===== config.mk =====
export PLATFORM = sky130hd
export DESIGN_NAME = fillrect
export DESIGN_NICKNAME = d
export VERILOG_FILES = /design/src/rtl/fillrect.sv
export SDC_FILE = /design/constraint.sdc
export NUM_CORES = 1
export LEC_CHECK = 0
export ABC_AREA = 0
export CORE_UTILIZATION = 49
export CTS_CLUSTER_SIZE = 40
export DETAILED_ROUTE_END_ITERATION = 10
export HOLD_SLACK_MARGIN = 0.05
export PLACE_DENSITY = 0.84
export SLEW_MARGIN = 10
export SYNTH_ARGS = -nofsm -noshare
export SYNTH_HDL_FRONTEND = slang
export SYNTH_SLANG_ARGS = --single-unit

===== constraint.sdc =====
create_clock -name clk -period 3.1 [get_ports clk]
set_input_delay 0.465 -clock clk [delete_from_list [all_inputs] [get_ports clk]]
set_output_delay 0.465 -clock clk [all_outputs]
set_load 0.02 [all_outputs]

===== src/rtl/fillrect.sv =====
// -----------------------------------------------------------------------------
// fillrect
//
// Rectangle fill engine. Plots one pixel per clock over the clipped rectangle
// [min(x0,x1)..max(x0,x1)] x [min(y0,y1)..max(y0,y1)]. The VGA adapter plot port
// is driven directly. Rows are scanned in the inner loop and columns in the
// outer loop. Colour is either solid or a per-column gradient that wraps
// modulo 2**COLOUR_W.
//
// Optional feature macro: FILLRECT_PIXCOUNT_EN
//   When defined, an extra output pix_count counts plotted pixels of the
//   current fill. It is cleared when a fill is launched and held in DONE.
//
// Parameters
//   SCREEN_W, SCREEN_H  visible screen size (coordinates at or beyond are off-screen)
//   X_W, Y_W            coordinate widths
//   COLOUR_W            colour width
//
// Ports
//   clk         rising-edge clock
//   rst         asynchronous active-high reset, aborts any fill in progress
//   start       level request, sampled only while idle
//   x0, x1      column bounds (either order)
//   y0, y1      row bounds (either order)
//   colour      base colour
//   mode        0 = solid, 1 = column gradient
//   done        fill complete, held until start drops
//   vga_x       plot column
//   vga_y       plot row
//   vga_colour  plot colour
//   vga_plot    pixel write strobe
//   pix_count   (FILLRECT_PIXCOUNT_EN only) plotted pixel count
// -----------------------------------------------------------------------------
module fillrect #(
  parameter int SCREEN_W = 160,
  parameter int SCREEN_H = 120,
  parameter int X_W      = 8,
  parameter int Y_W      = 7,
  parameter int COLOUR_W = 3
) (
  input  logic                clk,
  input  logic                rst,
  input  logic                start,
  input  logic [X_W-1:0]      x0,
  input  logic [X_W-1:0]      x1,
  input  logic [Y_W-1:0]      y0,
  input  logic [Y_W-1:0]      y1,
  input  logic [COLOUR_W-1:0] colour,
  input  logic                mode,
  output logic                done,
  output logic [X_W-1:0]      vga_x,
  output logic [Y_W-1:0]      vga_y,
  output logic [COLOUR_W-1:0] vga_colour,
  output logic                vga_plot
`ifdef FILLRECT_PIXCOUNT_EN
  ,
  output logic [X_W+Y_W-1:0]  pix_count
`endif
);

  typedef enum logic [1:0] {
    IDLE,
    FILL,
    DONE
  } state_t;

  // Counters and bounds carry one extra bit so comparisons at the top of
  // the coordinate range never wrap.
  localparam logic [X_W:0] X_LAST  = (X_W+1)'(SCREEN_W - 1);
  localparam logic [X_W:0] X_LIMIT = (X_W+1)'(SCREEN_W);
  localparam logic [Y_W:0] Y_LAST  = (Y_W+1)'(SCREEN_H - 1);
  localparam logic [Y_W:0] Y_LIMIT = (Y_W+1)'(SCREEN_H);

  state_t              state, state_n;
  logic [X_W:0]        x_cnt, x_cnt_n;
  logic [Y_W:0]        y_cnt, y_cnt_n;
  logic [X_W:0]        xmin_r, xmin_n, xmax_r, xmax_n;
  logic [Y_W:0]        ymin_r, ymin_n, ymax_r, ymax_n;
  logic [COLOUR_W-1:0] base_r, base_n;
  logic                mode_r, mode_n;
  logic                done_n;
  logic                plot_n;
  logic [COLOUR_W-1:0] colour_n;

  // Normalised and clipped view of the live inputs, used only at launch.
  logic [X_W:0] in_x0, in_x1, in_xlo, in_xhi_raw, in_xhi;
  logic [Y_W:0] in_y0, in_y1, in_ylo, in_yhi_raw, in_yhi;
  logic         in_offscreen;

  always_comb begin
    in_x0      = {1'b0, x0};
    in_x1      = {1'b0, x1};
    in_y0      = {1'b0, y0};
    in_y1      = {1'b0, y1};
    in_xlo     = (in_x0 <= in_x1) ? in_x0 : in_x1;
    in_xhi_raw = (in_x0 <= in_x1) ? in_x1 : in_x0;
    in_ylo     = (in_y0 <= in_y1) ? in_y0 : in_y1;
    in_yhi_raw = (in_y0 <= in_y1) ? in_y1 : in_y0;
    in_xhi     = (in_xhi_raw > X_LAST) ? X_LAST : in_xhi_raw;
    in_yhi     = (in_yhi_raw > Y_LAST) ? Y_LAST : in_yhi_raw;
    // A rectangle whose low corner is off-screen has nothing visible.
    in_offscreen = (in_xlo >= X_LIMIT) || (in_ylo >= Y_LIMIT);
  end

  // Next-state and next-output logic. Every output is a flop loaded from
  // these next values, so the plot port changes only on clock edges.
  always_comb begin
    state_n  = state;
    x_cnt_n  = x_cnt;
    y_cnt_n  = y_cnt;
    xmin_n   = xmin_r;
    xmax_n   = xmax_r;
    ymin_n   = ymin_r;
    ymax_n   = ymax_r;
    base_n   = base_r;
    mode_n   = mode_r;
    done_n   = done;
    plot_n   = 1'b0;
    colour_n = vga_colour;

    unique case (state)
      IDLE: begin
        done_n = 1'b0;
        if (start) begin
          xmin_n  = in_xlo;
          xmax_n  = in_xhi;
          ymin_n  = in_ylo;
          ymax_n  = in_yhi;
          base_n  = colour;
          mode_n  = mode;
          x_cnt_n = in_xlo;
          y_cnt_n = in_ylo;
          if (in_offscreen) begin
            state_n = DONE;
            done_n  = 1'b1;
          end else begin
            state_n  = FILL;
            plot_n   = 1'b1;
            colour_n = colour;
          end
        end
      end

      FILL: begin
        if ((x_cnt == xmax_r) && (y_cnt == ymax_r)) begin
          state_n = DONE;
          done_n  = 1'b1;
        end else begin
          plot_n = 1'b1;
          if (y_cnt == ymax_r) begin
            y_cnt_n = ymin_r;
            x_cnt_n = x_cnt + 1'b1;
          end else begin
            y_cnt_n = y_cnt + 1'b1;
          end
          // Gradient offset is the column distance from the left edge,
          // truncated so the colour wraps naturally.
          if (mode_r) begin
            colour_n = base_r + COLOUR_W'(x_cnt_n - xmin_r);
          end else begin
            colour_n = base_r;
          end
        end
      end

      DONE: begin
        done_n = 1'b1;
        if (!start) begin
          state_n = IDLE;
          done_n  = 1'b0;
        end
      end

      default: begin
        state_n = IDLE;
        done_n  = 1'b0;
      end
    endcase
  end

  // State and output registers. Reset aborts a fill immediately and
  // silences the plot strobe.
  always_ff @(posedge clk or posedge rst) begin
    if (rst) begin
      state      <= IDLE;
      x_cnt      <= '0;
      y_cnt      <= '0;
      xmin_r     <= '0;
      xmax_r     <= '0;
      ymin_r     <= '0;
      ymax_r     <= '0;
      base_r     <= '0;
      mode_r     <= 1'b0;
      done       <= 1'b0;
      vga_plot   <= 1'b0;
      vga_colour <= '0;
    end else begin
      state      <= state_n;
      x_cnt      <= x_cnt_n;
      y_cnt      <= y_cnt_n;
      xmin_r     <= xmin_n;
      xmax_r     <= xmax_n;
      ymin_r     <= ymin_n;
      ymax_r     <= ymax_n;
      base_r     <= base_n;
      mode_r     <= mode_n;
      done       <= done_n;
      vga_plot   <= plot_n;
      vga_colour <= colour_n;
    end
  end

  assign vga_x = x_cnt[X_W-1:0];
  assign vga_y = y_cnt[Y_W-1:0];

`ifdef FILLRECT_PIXCOUNT_EN
  // Counts cycles whose plot strobe is high; cleared as a fill launches.
  always_ff @(posedge clk or posedge rst) begin
    if (rst) begin
      pix_count <= '0;
    end else if ((state == IDLE) && start) begin
      pix_count <= '0;
    end else if (vga_plot) begin
      pix_count <= pix_count + 1'b1;
    end
  end
`endif

endmodule

==> flow_summary.yaml, run 1 <==
logic_synthesis:
  post-synth-top-count-cell: "nand2_1"
  synth_top_area_share_pct: 36.3
  ys_seq_area_share_pct: 36.3
  yosysUniqueCellTypes: 43
  yosys.area.top_type: "dfrtp_1"
  ys_top_cells_by_count: "nand2_1 (55), dfrtp_1 (53), o21ai_0 (39)"
  synth_area_leaders: "dfrtp_1 (36%), ha_1 (6.5%), mux2i_1 (6.0%), nand2_1 (5.6%), o21ai_0 (5.3%)"
  syn_area_mm2: 0.00366
  ys.flop_type: "dfrtp_1"
  ys_seq_elements: 53
  synth-async-reset-ratio_pct: 100
  avgSynthCellArea_um2: 8.81
  yosysWarnings: 0
  synth_fp_nets: 473
  syn_inst: 415
  synth-edff-count: 0
timing:
  finalSetupViolations: 1
  hold_viol: 0
  drv_slew: 0
  post-route-min-period_ns: 3.42
  setup_slack_ns: -0.320
  tns_ns: -0.320
  finalCritPeriodShare_pct: 110
  rsz0062_at_grt: "true"
  max_freq_mhz: 292
  skew_ns: 0.00937
  tightestPinTransition_ns: 0.692
  hold_slack_ns: 0.407
  relSlewSlack_pct: 53.8
clocking:
  clk_pin_slew_ns: 0.09
  worstSkewPairLatency_ns: 0.32
  holdBufCountCts: 0
  clockBufferDepth: 2
  cts-root-buf: "clkbuf_8"
  htree_levels: 2
  cts_buffers: 5
  cts.sinks: 53
  cts_tree: "built"
pwr:
  vdd_drop_max_v: 0.000304
  sw_frac_of_total_pct: 43.0
  p_total_w: 0.00402
  power.switching_w: 0.00173
  p_int_w: 0.00229
  clkPwrFrac_pct: 9.2
  comb_power_share_pct: 59.1
  pwr-share-seq_pct: 31.7
  power_density_mw_per_mm2: 903
  p_leak_nw: 2.06
worst_setup_path:
  cp_max_fo: 3
  crit_type: "reg2reg"
  r2r_setup_slack_ns: -0.32
  end_kind: "flip-flop"
  arrival_ns: 3.63
  startpoint_type: "flip-flop"
  reg2reg_from: "ymax_r[2]"
  cp.required_ns: 3.31
  r2r_cells: 16
  worst_r2r_endpoint: "vga_colour[2]"
global_routing:
  track_usage_pct: 24.0
  grt_pass1_vias: 3038
  grt-ovfl-total: 0
  grt_max_degree: 41
  antenna_found_initial: 0
  grt_pass1_wl_um: 14300
placed_design:
  gp_congestion: 0.847
  post-dp-hpwl_um: 6800
  dp_slack_ns: -0.295
  io_buffer_count: 56
route:
  drtIter0Drc: 198
  first_pass_iters: 5
  routed_wl_um: 8780
  wire_per_inst_um: 15.3
  ant_nets: 0
  via_count: 3240
  drc: 0
  vias_per_cell: 5.65
floorplanning:
  num_rows: 31
  core_area_mm2: 0.00721
  fp.dieW_um: 88.4
  start_util_pct: 50.7
  die_y_um: 88.4
  io_pins: 57
  dieArea_mm2: 0.00781
layout:
  syn2layout_area_growth_pct: 21.9
  nFillCells: 600
  finalNetCount: 533
  n_antenna_cell: 0
  drive_above_1_share_pct: 11.6
outcome:
  outcome: "finished, violations left"
  violations: "negative setup slack"
job:
  max_cap_viol_count: 0
min_path:
  hp-class: "in2async"
kinds of logic after synthesis:
family	count (synthesis)	synth area share [%]
flip-flops	53	36.3
AND/OR/NAND/NOR	124	15.8
buffers and inverters	56	7.77
adder cells (fa/ha/maj)	21	7.60
AO/OA/AOI/OAI	107	18.0
multiplexers	30	8.80
XOR/XNOR	24	5.75
timing repair:
item,in CTS,in global routing
pin swaps,1,0
gates resized for setup,1,0
buffers inserted,1,1
setup endpoints to repair,1,2
registers in the layout, summed over array words and instances, names as in the netlist:
signal and flops:
base_r 3, done 1, mode_r 1, state 2, vga_colour 3, vga_plot 1
x_cnt 9, xmax_r 8, xmin_r 3, y_cnt 8, ymax_r 7, ymin_r 7
per-stage QoR:
step,instance area (um2),utilization (%),instances
4_1_cts,4450,61.7,572
5_1_grt,4460,61.8,573
2_1_floorplan,3670,-,415
3_3_place_gp,4360,60.5,565
3_5_place_dp,4360,60.5,565
6_report,4460,61.8,573
worst max path at each step:
stage / startpoint / end / slack (ns) / depth (start not counted)
6_report: ymax_r[2] / vga_colour[2] / -0.32 / 16
3_5_place_dp: y_cnt[5] / vga_colour[2] / -0.29 / 16
5_1_grt: ymax_r[5] / vga_colour[2] / -0.47 / 16
2_1_floorplan: y_cnt[2] / vga_colour[2] / -0.26 / 16
4_1_cts: y_cnt[5] / vga_colour[2] / -0.29 / 13
3_3_place_gp: ymax_r[2] / vga_colour[2] / -0.17 / 13
area by class of cell:
cell class	count	area, um2	share of cell area [%]
flip-flops and latches	53	1330	29.8
inverters	22	82.6	1.85
well taps	99	124	2.78
clock inverters	1	5.00	0.112
repair buffers	87	797	17.9
clock buffers	5	68.8	1.54
multi-input cells	306	2050	46.1
power by group through the flow:
stage                     Clock, W  Combinational (W)  Sequential [W]
after floorplan                  0            0.00163         0.00130
after global placement           0            0.00223         0.00126
after detailed placement         0            0.00232         0.00129
after CTS                 0.000368            0.00235         0.00127
after global routing      0.000392            0.00260         0.00132
final                     0.000371            0.00238         0.00128
metal layers:
| layer | GRT usage [%] | part of all wire, % |
|---|---|---|
| met1 | 31.3 | 44 |
| met3 | 2.89 | 4.4 |
| met5 | 0 | 0 |
| met4 | 7.18 | 1.9 |
| met2 | 42.0 | 50 |
critical path, stage by stage, from the launching register on:
cell and delay [ns]:
dfrtp_1 0.40, xor2_1 0.17, nor4_2 0.37, nand2_2 0.15
buf_6 0.14, xor2_1 0.13, ha_1 0.30, inv_1 0.07
ha_1 0.13, inv_1 0.05, fa_2 0.37, xor2_1 0.16
xnor2_1 0.18, xnor2_1 0.15, and4_1 0.21, nor3_1 0.05
mux2_4 0.26
cells in the final DEF, fill, tap and decap left out, drive strengths merged:
cell type / n
nor3: 2
a211oi: 5
or4: 1
nand2b: 5
mux2: 8
a21boi: 1
nand3b: 1
and3: 8
dfrtp: 53
clkinv: 1
fa: 2
o31ai: 3
xnor2: 14
nor2: 27
and4: 1
o22ai: 3
ha: 19
inv: 22
a21oi: 36
clkbuf: 5
a21o: 1
nand4: 6
xor2: 10
a22o: 10
nand2: 56
nand3: 9
and2: 2
clkdlybuf4s50: 56
o2bb2ai: 1
o32ai: 4
buf: 31
nor4: 2
o211ai: 3
o21ai: 40
nor2b: 4
mux2i: 22
Note: power is estimated with default switching activity, not from simulation.
==> run 2: changes to the inputs <==
--- a/config.mk
+++ b/config.mk
@@ -11,6 +11,7 @@
 export DETAILED_ROUTE_END_ITERATION = 10
 export HOLD_SLACK_MARGIN = 0.05
 export PLACE_DENSITY = 0.84
+export SETUP_SLACK_MARGIN = 0.3
 export SLEW_MARGIN = 10
 export SYNTH_ARGS = -nofsm -noshare
 export SYNTH_HDL_FRONTEND = slang
==> run 2 against run 1 <==
Compared with the run above:
- the run still ends with negative setup slack left
- critical path depth fell by 3
- global-route usage fell by 0.090 points
- combinational power barely moved
- clock power increased by 33%
- via count shrank 1.6%
- register-to-register slack improved by 0.03 ns
- total power up 2.7%
- setup slack gained 0.033 ns
- non-clock buffer count decreased by 2
- final area is 1.3% higher
- highest routed layer unchanged
==> flow_summary.yaml, run 2 (same netlist as run 1, synthesis figures left out) <==
global_routing:
  grt_pass1_vias: 3090
  track_usage_pct: 23.9
  grt_pass1_wl_um: 14500
  antenna_found_initial: 0
  grt_max_degree: 41
  grt-ovfl-total: 0
worst_setup_path:
  r2r_cells: 13
  cp.required_ns: 3.30
  startpoint_type: "flip-flop"
  end_kind: "flip-flop"
  crit_type: "reg2reg"
  arrival_ns: 3.59
  worst_r2r_endpoint: "vga_colour[2]"
  r2r_setup_slack_ns: -0.29
  reg2reg_from: "ymax_r[2]"
  crit_path_start: "ymax_r[2]"
  cp_max_fo: 3
timing:
  max_freq_mhz: 295
  post-route-min-period_ns: 3.39
  rsz0062_at_grt: "true"
  drv_slew: 0
  relSlewSlack_pct: 53.2
  tightestPinTransition_ns: 0.701
  setup_slack_ns: -0.287
  skew_ns: 0.00831
  finalCritPeriodShare_pct: 109
  finalSetupViolations: 1
  hold_viol: 0
  hold_slack_ns: 0.403
route:
  ant_nets: 0
  drtIter0Drc: 222
  first_pass_iters: 6
  wire_per_inst_um: 15.3
  vias_per_cell: 5.56
  routed_wl_um: 8780
  via_count: 3188
  drc: 0
layout:
  drive_above_1_share_pct: 12.0
  largest_register_ffs: 9
  final_common_cell: "clkdlybuf4s50_1"
  n_antenna_cell: 0
  finalNetCount: 531
  top_regs: "x_cnt (9), xmax_r (8), y_cnt (8)"
  final_cell_mix: "clkdlybuf4s50_1 (56), nand2_1 (55), dfrtp_1 (53)"
  nFillCells: 588
  top_register: "x_cnt"
  syn2layout_area_growth_pct: 23.5
clocking:
  clk_pin_slew_ns: 0.10
  cts_buffers: 5
  cts_tree: "built"
  worstSkewPairLatency_ns: 0.31
  cts-root-buf: "clkbuf_8"
  cts.sinks: 53
  holdBufCountCts: 0
  clockBufferDepth: 2
  htree_levels: 2
pwr:
  p_total_w: 0.00413
  vdd_drop_max_v: 0.000315
  power_density_mw_per_mm2: 916
  p_leak_nw: 2.07
floorplanning:
  dieArea_mm2: 0.00781
  die_y_um: 88.4
  io_pins: 57
  core_area_mm2: 0.00721
  fp.dieW_um: 88.4
  start_util_pct: 50.7
  num_rows: 31
outcome:
  violations: "negative setup slack"
  outcome: "finished, violations left"
job:
  max_cap_viol_count: 0
placed_design:
  io_buffer_count: 56
  post-dp-hpwl_um: 6680
  gp_congestion: 0.847
min_path:
  hp-class: "in2async"
## run 2: routing by layer
layer / track usage [%] / wire length, um / vias to the layer above / part of all wire (%)
met2: 42.3 / 4510 / 109 / 51
met4: 6.16 / 82 / 0 / 0.93
li1: - / - / 1547 / -
met3: 3.36 / 443 / 6 / 5.0
met1: 30.8 / 3750 / 1526 / 43
met5: 0 / 0 / - / 0
## run 2: critical path, cell delays in order (launching register included)
cell	delay [ns]
dfrtp_1	0.39
xor2_1	0.17
nor4_2	0.38
nand2_2	0.15
mux2_4	0.33
fa_1	0.47
inv_1	0.05
fa_2	0.35
xor2_2	0.16
xnor2_1	0.13
xnor2_1	0.20
and4_1	0.20
nor3_1	0.05
mux2_4	0.26
## run 2: through the flow
step | utilization (%) | setup slack (ns) | TNS, ns | area, um2 | cells
2_1_floorplan | - | -0.263 | -0.263 | 3670 | 415
3_3_place_gp | 60.3 | -0.167 | -0.167 | 4350 | 563
3_5_place_dp | 60.3 | -0.244 | -0.244 | 4350 | 563
4_1_cts | 61.9 | -0.252 | -0.252 | 4470 | 571
5_1_grt | 62.6 | -0.452 | -0.478 | 4510 | 573
6_report | 62.6 | -0.287 | -0.287 | 4510 | 573
## run 2: worst max-delay path by stage
stage | to | cells past startpoint | slack [ns]
2_1_floorplan | vga_colour[2] | 16 | -0.26
3_3_place_gp | vga_colour[2] | 13 | -0.17
3_5_place_dp | vga_colour[2] | 16 | -0.24
4_1_cts | vga_colour[2] | 16 | -0.25
5_1_grt | vga_colour[2] | 16 | -0.45
6_report | vga_colour[2] | 13 | -0.29
## run 2: area by class of cell
| type | count | area, um2 | share of cell area, % |
|---|---|---|---|
| sequential | 53 | 1330 | 29.4 |
| timing repair buffer | 85 | 783 | 17.4 |
| multi-input combinational | 306 | 2080 | 46.0 |
| tap | 99 | 124 | 2.74 |
| clock buffer | 6 | 82.6 | 1.83 |
| clock inverter | 2 | 37.5 | 0.831 |
| inverter | 22 | 82.6 | 1.83 |
## run 2: where the power goes
part	total (W)	internal, W	switching, W
registers	0.00127	0.00101	0.000254
clock network	0.000492	0.000263	0.000229
logic	0.00238	0.00113	0.00124
## run 2: what timing repair did
action                     CTS  global route
pin swaps                    0             2
cloned                       0             1
resized for setup            0             6
setup endpoints to repair    2             6
buffers inserted             0             1
